## src/rtl/tdpr_pkg.sv

```systemverilog
// Shared constants and width helpers for the true dual-port RAM FIFO controller,
// the RAM itself and its testbench.
package tdpr_pkg;

    localparam int unsigned DEF_ADDR_SIZE = 8;
    localparam int unsigned DEF_DATA_SIZE = 8;
    // Level counts RAM words plus one in-flight read plus the 2-entry skid.
    localparam int unsigned LEVEL_EXTRA_BITS = 2;

    function automatic int unsigned ptr_width(input int unsigned addr_size);
        return addr_size + 1;
    endfunction

    function automatic int unsigned level_width(input int unsigned addr_size);
        return addr_size + LEVEL_EXTRA_BITS;
    endfunction

endpackage

```

## src/rtl/tdpr_out_skid.sv

```systemverilog
// Two-entry output FIFO that captures the RAM's registered read data; the head
// entry drives the consumer directly.
module tdpr_out_skid
    import tdpr_pkg::*;
#(
    parameter int unsigned DATA_SIZE = DEF_DATA_SIZE
) (
    input  logic                 i_clk,
    input  logic                 i_rst,
    input  logic                 i_push,
    input  logic [DATA_SIZE-1:0] i_din,
    input  logic                 i_pop,
    output logic [DATA_SIZE-1:0] o_dout,
    output logic [1:0]           o_cnt,
    output logic                 o_valid
);

    logic [DATA_SIZE-1:0] r_head;
    logic [DATA_SIZE-1:0] r_tail;
    logic [1:0]           r_cnt;

    always_ff @(posedge i_clk) begin
        if (i_rst) begin
            r_head <= '0;
            r_tail <= '0;
            r_cnt  <= 2'd0;
        end else begin
            case ({i_push, i_pop})
                2'b10: begin
                    if (r_cnt == 2'd0) begin
                        r_head <= i_din;
                    end else begin
                        r_tail <= i_din;
                    end
                    r_cnt <= r_cnt + 2'd1;
                end
                2'b01: begin
                    r_head <= r_tail;
                    r_cnt  <= r_cnt - 2'd1;
                end
                2'b11: begin
                    // Occupancy is unchanged; the new word lands behind the survivor.
                    if (r_cnt == 2'd1) begin
                        r_head <= i_din;
                    end else begin
                        r_head <= r_tail;
                        r_tail <= i_din;
                    end
                end
                default: begin
                end
            endcase
        end
    end

    assign o_dout  = r_head;
    assign o_cnt   = r_cnt;
    assign o_valid = (r_cnt != 2'd0);

endmodule

```

## src/rtl/tdpr_fifo_ctrl.sv

```systemverilog
// First-word-fall-through FIFO controller driving an external true dual-port RAM:
// port A writes from the producer, port B reads into a 2-entry output skid buffer.
module tdpr_fifo_ctrl
    import tdpr_pkg::*;
#(
    parameter int unsigned ADDR_SIZE = DEF_ADDR_SIZE,
    parameter int unsigned DATA_SIZE = DEF_DATA_SIZE
) (
    input  logic                              i_clk,
    input  logic                              i_rst,
    input  logic                              i_s_valid,
    output logic                              o_s_ready,
    input  logic [DATA_SIZE-1:0]              i_s_data,
    output logic                              o_m_valid,
    input  logic                              i_m_ready,
    output logic [DATA_SIZE-1:0]              o_m_data,
    output logic                              o_ram_en_a,
    output logic                              o_ram_we_a,
    output logic [ADDR_SIZE-1:0]              o_ram_addr_a,
    output logic [DATA_SIZE-1:0]              o_ram_din_a,
    output logic                              o_ram_en_b,
    output logic                              o_ram_we_b,
    output logic [ADDR_SIZE-1:0]              o_ram_addr_b,
    input  logic [DATA_SIZE-1:0]              i_ram_dout_b,
    output logic                              o_full,
    output logic [level_width(ADDR_SIZE)-1:0] o_level
);

    localparam int unsigned PW       = ptr_width(ADDR_SIZE);
    localparam int unsigned LW       = level_width(ADDR_SIZE);
    localparam int unsigned RAM_SIZE = 1 << ADDR_SIZE;

    logic [PW-1:0] r_wr_ptr;
    logic [PW-1:0] r_rd_ptr;
    logic          r_inflight;
    logic [PW-1:0] w_ram_cnt;
    logic          w_full;
    logic          w_push;
    logic          w_pop;
    logic          w_issue;
    logic          w_m_valid;
    logic [1:0]    w_skid_cnt;
    logic [2:0]    w_skid_occ;

    assign w_ram_cnt = r_wr_ptr - r_rd_ptr;
    assign w_full    = (w_ram_cnt == PW'(RAM_SIZE));
    assign o_s_ready = !i_rst && !w_full;
    assign w_push    = i_s_valid && o_s_ready;
    assign w_pop     = w_m_valid && i_m_ready;

    // Skid slots still claimed after this cycle's pop; an issue needs one free.
    assign w_skid_occ = {1'b0, w_skid_cnt} + {2'b00, r_inflight} - {2'b00, w_pop};
    assign w_issue    = !i_rst && (w_ram_cnt != '0) && (w_skid_occ < 3'd2);

    always_comb begin
        o_ram_en_a   = w_push;
        o_ram_we_a   = w_push;
        o_ram_addr_a = r_wr_ptr[ADDR_SIZE-1:0];
        o_ram_din_a  = i_s_data;
        o_ram_en_b   = w_issue;
        o_ram_we_b   = 1'b0;
        o_ram_addr_b = r_rd_ptr[ADDR_SIZE-1:0];
    end

    always_ff @(posedge i_clk) begin
        if (i_rst) begin
            r_wr_ptr   <= '0;
            r_rd_ptr   <= '0;
            r_inflight <= 1'b0;
        end else begin
            r_wr_ptr   <= r_wr_ptr + PW'(w_push);
            r_rd_ptr   <= r_rd_ptr + PW'(w_issue);
            r_inflight <= w_issue;
        end
    end

    // Capture is gated by r_inflight so the RAM's undriven read bus is never sampled.
    tdpr_out_skid #(
        .DATA_SIZE (DATA_SIZE)
    ) u_skid (
        .i_clk   (i_clk),
        .i_rst   (i_rst),
        .i_push  (r_inflight),
        .i_din   (i_ram_dout_b),
        .i_pop   (w_pop),
        .o_dout  (o_m_data),
        .o_cnt   (w_skid_cnt),
        .o_valid (w_m_valid)
    );

    assign o_m_valid = w_m_valid;
    assign o_full    = w_full;
    assign o_level   = LW'(w_ram_cnt) + LW'(r_inflight) + LW'(w_skid_cnt);

endmodule

```

## config.mk

```make
export PLATFORM = sky130hd
export DESIGN_NAME = tdpr_fifo_ctrl
export DESIGN_NICKNAME = d
export VERILOG_FILES = /design/src/rtl/tdpr_pkg.sv /design/src/rtl/tdpr_out_skid.sv /design/src/rtl/tdpr_fifo_ctrl.sv
export SDC_FILE = /design/constraint.sdc
export NUM_CORES = 1
export LEC_CHECK = 0
export CORE_MARGIN = 3
export CORE_UTILIZATION = 48
export DETAILED_ROUTE_END_ITERATION = 8
export PLACE_DENSITY = 0.8
export SLEW_MARGIN = 20
export SYNTH_ARGS = -nofsm -noshare
export SYNTH_HDL_FRONTEND = slang
export SYNTH_SLANG_ARGS = --single-unit
```

## constraint.sdc

```tcl
create_clock -name i_clk -period 4.38 [get_ports i_clk]
set_input_delay 0.876 -clock i_clk [delete_from_list [all_inputs] [get_ports i_clk]]
set_output_delay 0.876 -clock i_clk [all_outputs]
set_load 0.02 [all_outputs]
```

* Word level (Yosys, flattened, before mapping)
Index checks and enable logic that the tools add are counted.
Word-level totals: register bits after elaboration 37, bits of input ports 20, logic and storage cells 46
Operators by class: add/sub/neg operators 9, order comparisons 1, eq/ne operators 8, multiplexer cells 7, reductions and logical operators 15
Operators with widths (number):
- $mux W8 | 4
- $pmux W8 S3 | 1
- $add A9 B1 Y9 | 2
- $pmux W8 S2 | 1
- $add A10 B2 Y10 | 1
- $add A9 B1 Y10 | 1
- $eq A9 B9 Y1 const B | 1
- $reduce_bool A9 Y1 | 1
- $sub A9 B9 Y9 | 1
- $reduce_bool A2 Y1 | 3
- $logic_and A1 B1 Y1 | 5
- $eq A2 B1 Y1 const B | 2
- $eq A2 B2 Y1 const B | 2
- $ne A2 B2 Y1 const B | 2
- $pmux W2 S2 | 1
- $add A2 B1 Y3 | 1
- $lt A3 B2 Y1 const B | 1
- $reduce_and A3 Y1 | 1
- $reduce_bool A3 Y1 | 1
- $sub A3 B1 Y3 | 1
- $add A2 B1 Y2 const B | 1
- $logic_not A1 Y1 | 2
- $logic_not A2 Y1 | 1
- $ne A2 B1 Y1 const B | 1
- other kinds (2) | 2

* Longest topological paths before layout
Gate-level depths: netlist (run 1).
depth after elaboration 6, depth in mapped cells 18

* By module
A second synthesis (run 1) with hierarchy kept.
Second synthesis, totals: cells, all modules 306, area total of the unflattened synthesis 2606.2 sq um
Modules (own cells, without submodules):
- tdpr_fifo_ctrl | instances 1, cells each 199, area each 1704.1 sq um, sequential area each 380.4 sq um
- tdpr_out_skid | instances 1, cells each 107, area each 902.1 sq um, sequential area each 360.3 sq um

* Worst setup path before layout (run 1)
No wires, ideal clock.
path kind input port to flip-flop, from in i_m_ready, to reg r_rd_ptr[6], data arrival time 3.941 ns, required time 4.252 ns, path slack 0.312 ns, stages on the path 15, path buffers 1, path through nand2_1 > clkbuf_1 > inv_1 > ha_1 > nor2_1 > fa_1 > nor2_1 > o21ai_0 > a221oi_1 > ha_1 > ha_1 > nand2_1 > or3_1 > xnor2_1 > nor2_1
On the way: longest elaborated chain between the ends 5
Ends and longest elaborated chain:
- start: declaration | line tdpr_fifo_ctrl.sv:15 | input logic i_m_ready,
- $logic_and A1 B1 Y1 | line tdpr_fifo_ctrl.sv:49 | assign w_pop = w_m_valid && i_m_ready;
- $sub A3 B1 Y3 | line tdpr_fifo_ctrl.sv:52 | assign w_skid_occ = {1'b0, w_skid_cnt} + {2'b00, r_inflight} - {2'b00, w_pop};
- $lt A3 B2 Y1 | line tdpr_fifo_ctrl.sv:53 | assign w_issue = !i_rst && (w_ram_cnt != '0) && (w_skid_occ < 3'd2);
- $logic_and A1 B1 Y1 | line tdpr_fifo_ctrl.sv:53
- net o_ram_en_b | line tdpr_fifo_ctrl.sv:21 | output logic o_ram_en_b,
- $add A9 B1 Y9 | line tdpr_fifo_ctrl.sv:72 | r_rd_ptr <= r_rd_ptr + PW'(w_issue);
- end signal: assignment | line tdpr_fifo_ctrl.sv:72
- end: declaration | line tdpr_fifo_ctrl.sv:34 | logic [PW-1:0] r_rd_ptr;
The timed path passes the listed nets, and every way through them passes these cells. A chain may end at the register's enable or synchronous reset.

* Final worst setup path (run 1)
from reg r_wr_ptr[0], to out o_level[8]
On the way: longest elaborated chain between the ends 3
Ends and longest elaborated chain:
- start: declaration | line tdpr_fifo_ctrl.sv:33 | logic [PW-1:0] r_wr_ptr;
- start signal: assignment | line tdpr_fifo_ctrl.sv:71 | r_wr_ptr <= r_wr_ptr + PW'(w_push);
- $sub A9 B9 Y9 | line tdpr_fifo_ctrl.sv:45 | assign w_ram_cnt = r_wr_ptr - r_rd_ptr;
- $add A9 B1 Y10 | line tdpr_fifo_ctrl.sv:93 | assign o_level = LW'(w_ram_cnt) + LW'(r_inflight) + LW'(w_skid_cnt);
- $add A10 B2 Y10 | line tdpr_fifo_ctrl.sv:93
- end: declaration | line tdpr_fifo_ctrl.sv:26 | output logic [level_width(ADDR_SIZE)-1:0] o_level
No other way between the ends.

==> out/qor.csv, run 1 <==
metric,value,unit
arrival,3.31,ns
drive_gt1_frac,0.0577,
track_usage,0.172,
grt_max_degree,36,
finClkSkew,0.00718,ns
clkTransAtPathRegs,0.08,ns
cts_buffers,5,
antenna_found_initial,0,
cts.root.buffer_cell,clkbuf_8,
synth_cells,281,
synth_top_area_share,0.307,
placed_cells,371,
ant_nets,0,
dp_hpwl,3810,um
wire_per_inst,13.1,um
synth_top_cells_by_area,"dfxtp_1 31%, ha_1 10%, buf_4 8.1%",
initial_utilization,0.505,
fill_cells,426,
cp-start-kind,register,
path_cells,inv_1 > ha_1 > fa_1 > nand2b_1 > a21o_1 > a21oi_1 > o22a_1 > xor2_1 > xnor2_1 > clkdlybuf4s50_1,
ys_warn_count,0,
synth_area,2410,um2
gp_congestion,0.844,
yosysSeqAreaShare,0.307,
die_w,76.9,um
maxCapViolations,0,
yosys.area.top_type,dfxtp_1,
path_buf_inv,2,
grt_pass1_wl,8520,um
grt_overflow,0,
cts_setup_buffers,0,
vias,1994,
synth_fp_nets,325,
first_pass_iters,5,
worstSetupPathType,register to output pin,
setup_viol,0,
drc,0,
tritoncts,built,
drt_iter0_markers,106,
cts_max_level,2,
critPathMaxFanout,4,
endpoint_kind,output pin,
status,finished clean,
dieArea,5920,um2
clk_latency,0.29,ns
synth.distinct_cells,42,
syn_area_per_cell,8.59,um2
p_per_area,562,nW/um2
tns,0,ns
wirelength,4980,um
clockBufferDepth,2,
cpPeakStageDelay,0.63,ns
slew_headroom,0.301,
yosys_register_bits,37,
die_y,76.9,um
worstMarginPinSlew,1.04,ns
n_antenna_cell,0,
hold_path.class,register to register,
layout.cells.non_filler,379,
slew_viol_final,0,
rsz0062_at_grt,no,
finalHoldViolCount,0,
grt_pass1_vias,1849,
crit_family,buffers and inverters,
viasPerCell,5.26,
syn_to_final_growth,21.8,%
required,3.50,ns
fp-row-count,25,
num_io_pins,69,
fin_nets,355,
fin_crit_sh,0.956,
cts_sinks,37,
layout_min_cycle_time,4.19,ns
p_leak,0.00124,uW
cpMaxStageDelayCell,clkdlybuf4s50_1,
core_area,4790,um2
achievable-frequency,239,MHz
io_buffers,51,
max-vdd-ir-drop,0.398,mV
cell families (layout without fill, tap and decap cells):
family / Yosys count / after routing / synth area share
other cells: 1 / 1 / 0.00155
compound gates: 39 / 39 / 0.118
flops: 37 / 37 / 0.307
simple gates: 90 / 90 / 0.180
buf+inv: 55 / 86 / 0.126
fa+ha+maj: 24 / 24 / 0.137
xor+xnor: 27 / 27 / 0.0979
mux: 8 / 8 / 0.0332
state kept, by name, indices dropped and copies added, names as in the netlist:
register and count:
r_rd_ptr 9, r_wr_ptr 9, u_skid.o_dout 8, u_skid.r_tail 8, u_skid.o_cnt 2, r_inflight 1
synthesized netlist by cell type:
library cell	instances
nor2_1	38
dfxtp_1	37
buf_4	26
inv_1	24
ha_1	20
xnor2_1	15
xor2_1	12
nor3_1	11
a21oi_1	10
nand3_1	10
a222oi_1	8
mux2i_1	8
nand2_1	8
o21ai_0	7
fa_1	4
nor2b_1	4
or3_1	4
a221oi_1	3
and3_1	3
clkbuf_1	3
a21o_1	2
buf_1	2
nand2b_1	2
nor4_1	2
a211oi_1	1
a2bb2oi_1	1
a31o_2	1
and2_1	1
and2b_2	1
and4_4	1
conb_1	1
nand4_1	1
nor3b_1	1
o211ai_1	1
o21ai_1	1
o221ai_2	1
o22a_1	1
o22ai_1	1
o311a_2	1
or2_1	1
or2_2	1
or4b_1	1
routing by layer:
metal,track usage,up-vias,part of all wire
met5,0,-,0
li1,-,1002,-
met4,0.0308,0,0.014
met2,0.293,45,0.49
met1,0.225,939,0.45
met3,0.0399,8,0.043
through the flow:
step / util / total power, uW / cell area (um2) / hold WS (ns) / setup slack [ns]
2_1_floorplan: - / 1050 / 2410 / 0.464 / 0.312
3_3_place_gp: 0.589 / 1350 / 2820 / 0.475 / 0.130
3_5_place_dp: 0.589 / 1360 / 2820 / 0.487 / 0.0819
4_1_cts: 0.613 / 1670 / 2930 / 0.504 / 0.0889
5_1_grt: 0.614 / 1780 / 2940 / 0.536 / 0.0225
6_report: 0.614 / 1650 / 2940 / 0.502 / 0.193
power by group:
group	leakage [uW]	total (uW)	internal [uW]	switching, uW
clock network	0.0000543	297	170	126
registers	0.000302	450	405	45.5
logic	0.000886	905	423	482
total	0.00124	1650	999	654
layout make-up:
| type | count | area [um2] | area share |
|---|---|---|---|
| sequential | 37 | 741 | 0.252 |
| inverter | 24 | 90.1 | 0.0306 |
| tap | 67 | 83.8 | 0.0285 |
| timing repair buffer | 54 | 536 | 0.182 |
| clock inverter | 3 | 46.3 | 0.0157 |
| clock buffer | 5 | 68.8 | 0.0234 |
| multi-input combinational | 189 | 1380 | 0.468 |
repair_timing:
action / CTS / global route
hold buffers: 0 / 0
setup endpoints to repair: 0 / 2
resized for setup: 0 / 2
worst reg2reg max path, delay by kind of cell (launching register included):
family | cells | cell delay [ns]
and+or+nand+nor | 6 | 1.39
AOI/OAI and AO/OA | 3 | 0.69
adders and majority gates | 3 | 0.63
DFF | 1 | 0.45
buffers and inverters | 2 | 0.25
xor gates and xnor gates | 1 | 0.15
cells in the final DEF (no fill, tap or decap), drive strengths merged, types with 4 or more instances in the layout:
cell and count:
clkdlybuf4s50 50, nor2 38, dfxtp 37, inv 24
ha 20, xnor2 15, xor2 12, nor3 11
a21oi 10, nand3 10, nand2 8, a222oi 8
mux2i 8, o21ai 8, clkbuf 5, or3 4
nor2b 4, fa 4
path summary, 6_finish.rpt:
| kind | start | to | slack, ns | depth (start not counted) |
|---|---|---|---|---|
| worst max-delay path | r_wr_ptr[0]$_SDFF_PP0_ | o_level[8] | 0.19 | 10 |
| worst min-delay path | u_skid.o_dout[6]$_SDFFE_PP0P_ | u_skid.o_dout[6]$_SDFFE_PP0P_ | 0.50 | 2 |
| worst max register to register | r_rd_ptr[2]$_SDFF_PP0_ | r_rd_ptr[6]$_SDFF_PP0_ | 0.71 | 15 |
| worst min register to register | u_skid.o_dout[6]$_SDFFE_PP0P_ | u_skid.o_dout[6]$_SDFFE_PP0P_ | 0.50 | 2 |
Power figures use the tool's default switching activity.
==> run 2: changes to the inputs <==
--- a/config.mk
+++ b/config.mk
@@ -8,6 +8,7 @@
 export CORE_MARGIN = 3
 export CORE_UTILIZATION = 48
 export DETAILED_ROUTE_END_ITERATION = 8
+export HOLD_SLACK_MARGIN = 0.12
 export PLACE_DENSITY = 0.8
 export SLEW_MARGIN = 20
 export SYNTH_ARGS = -nofsm -noshare
==> results of run 2 <==
Same layout as run 1: the final DEF is identical, and so are final timing and power.
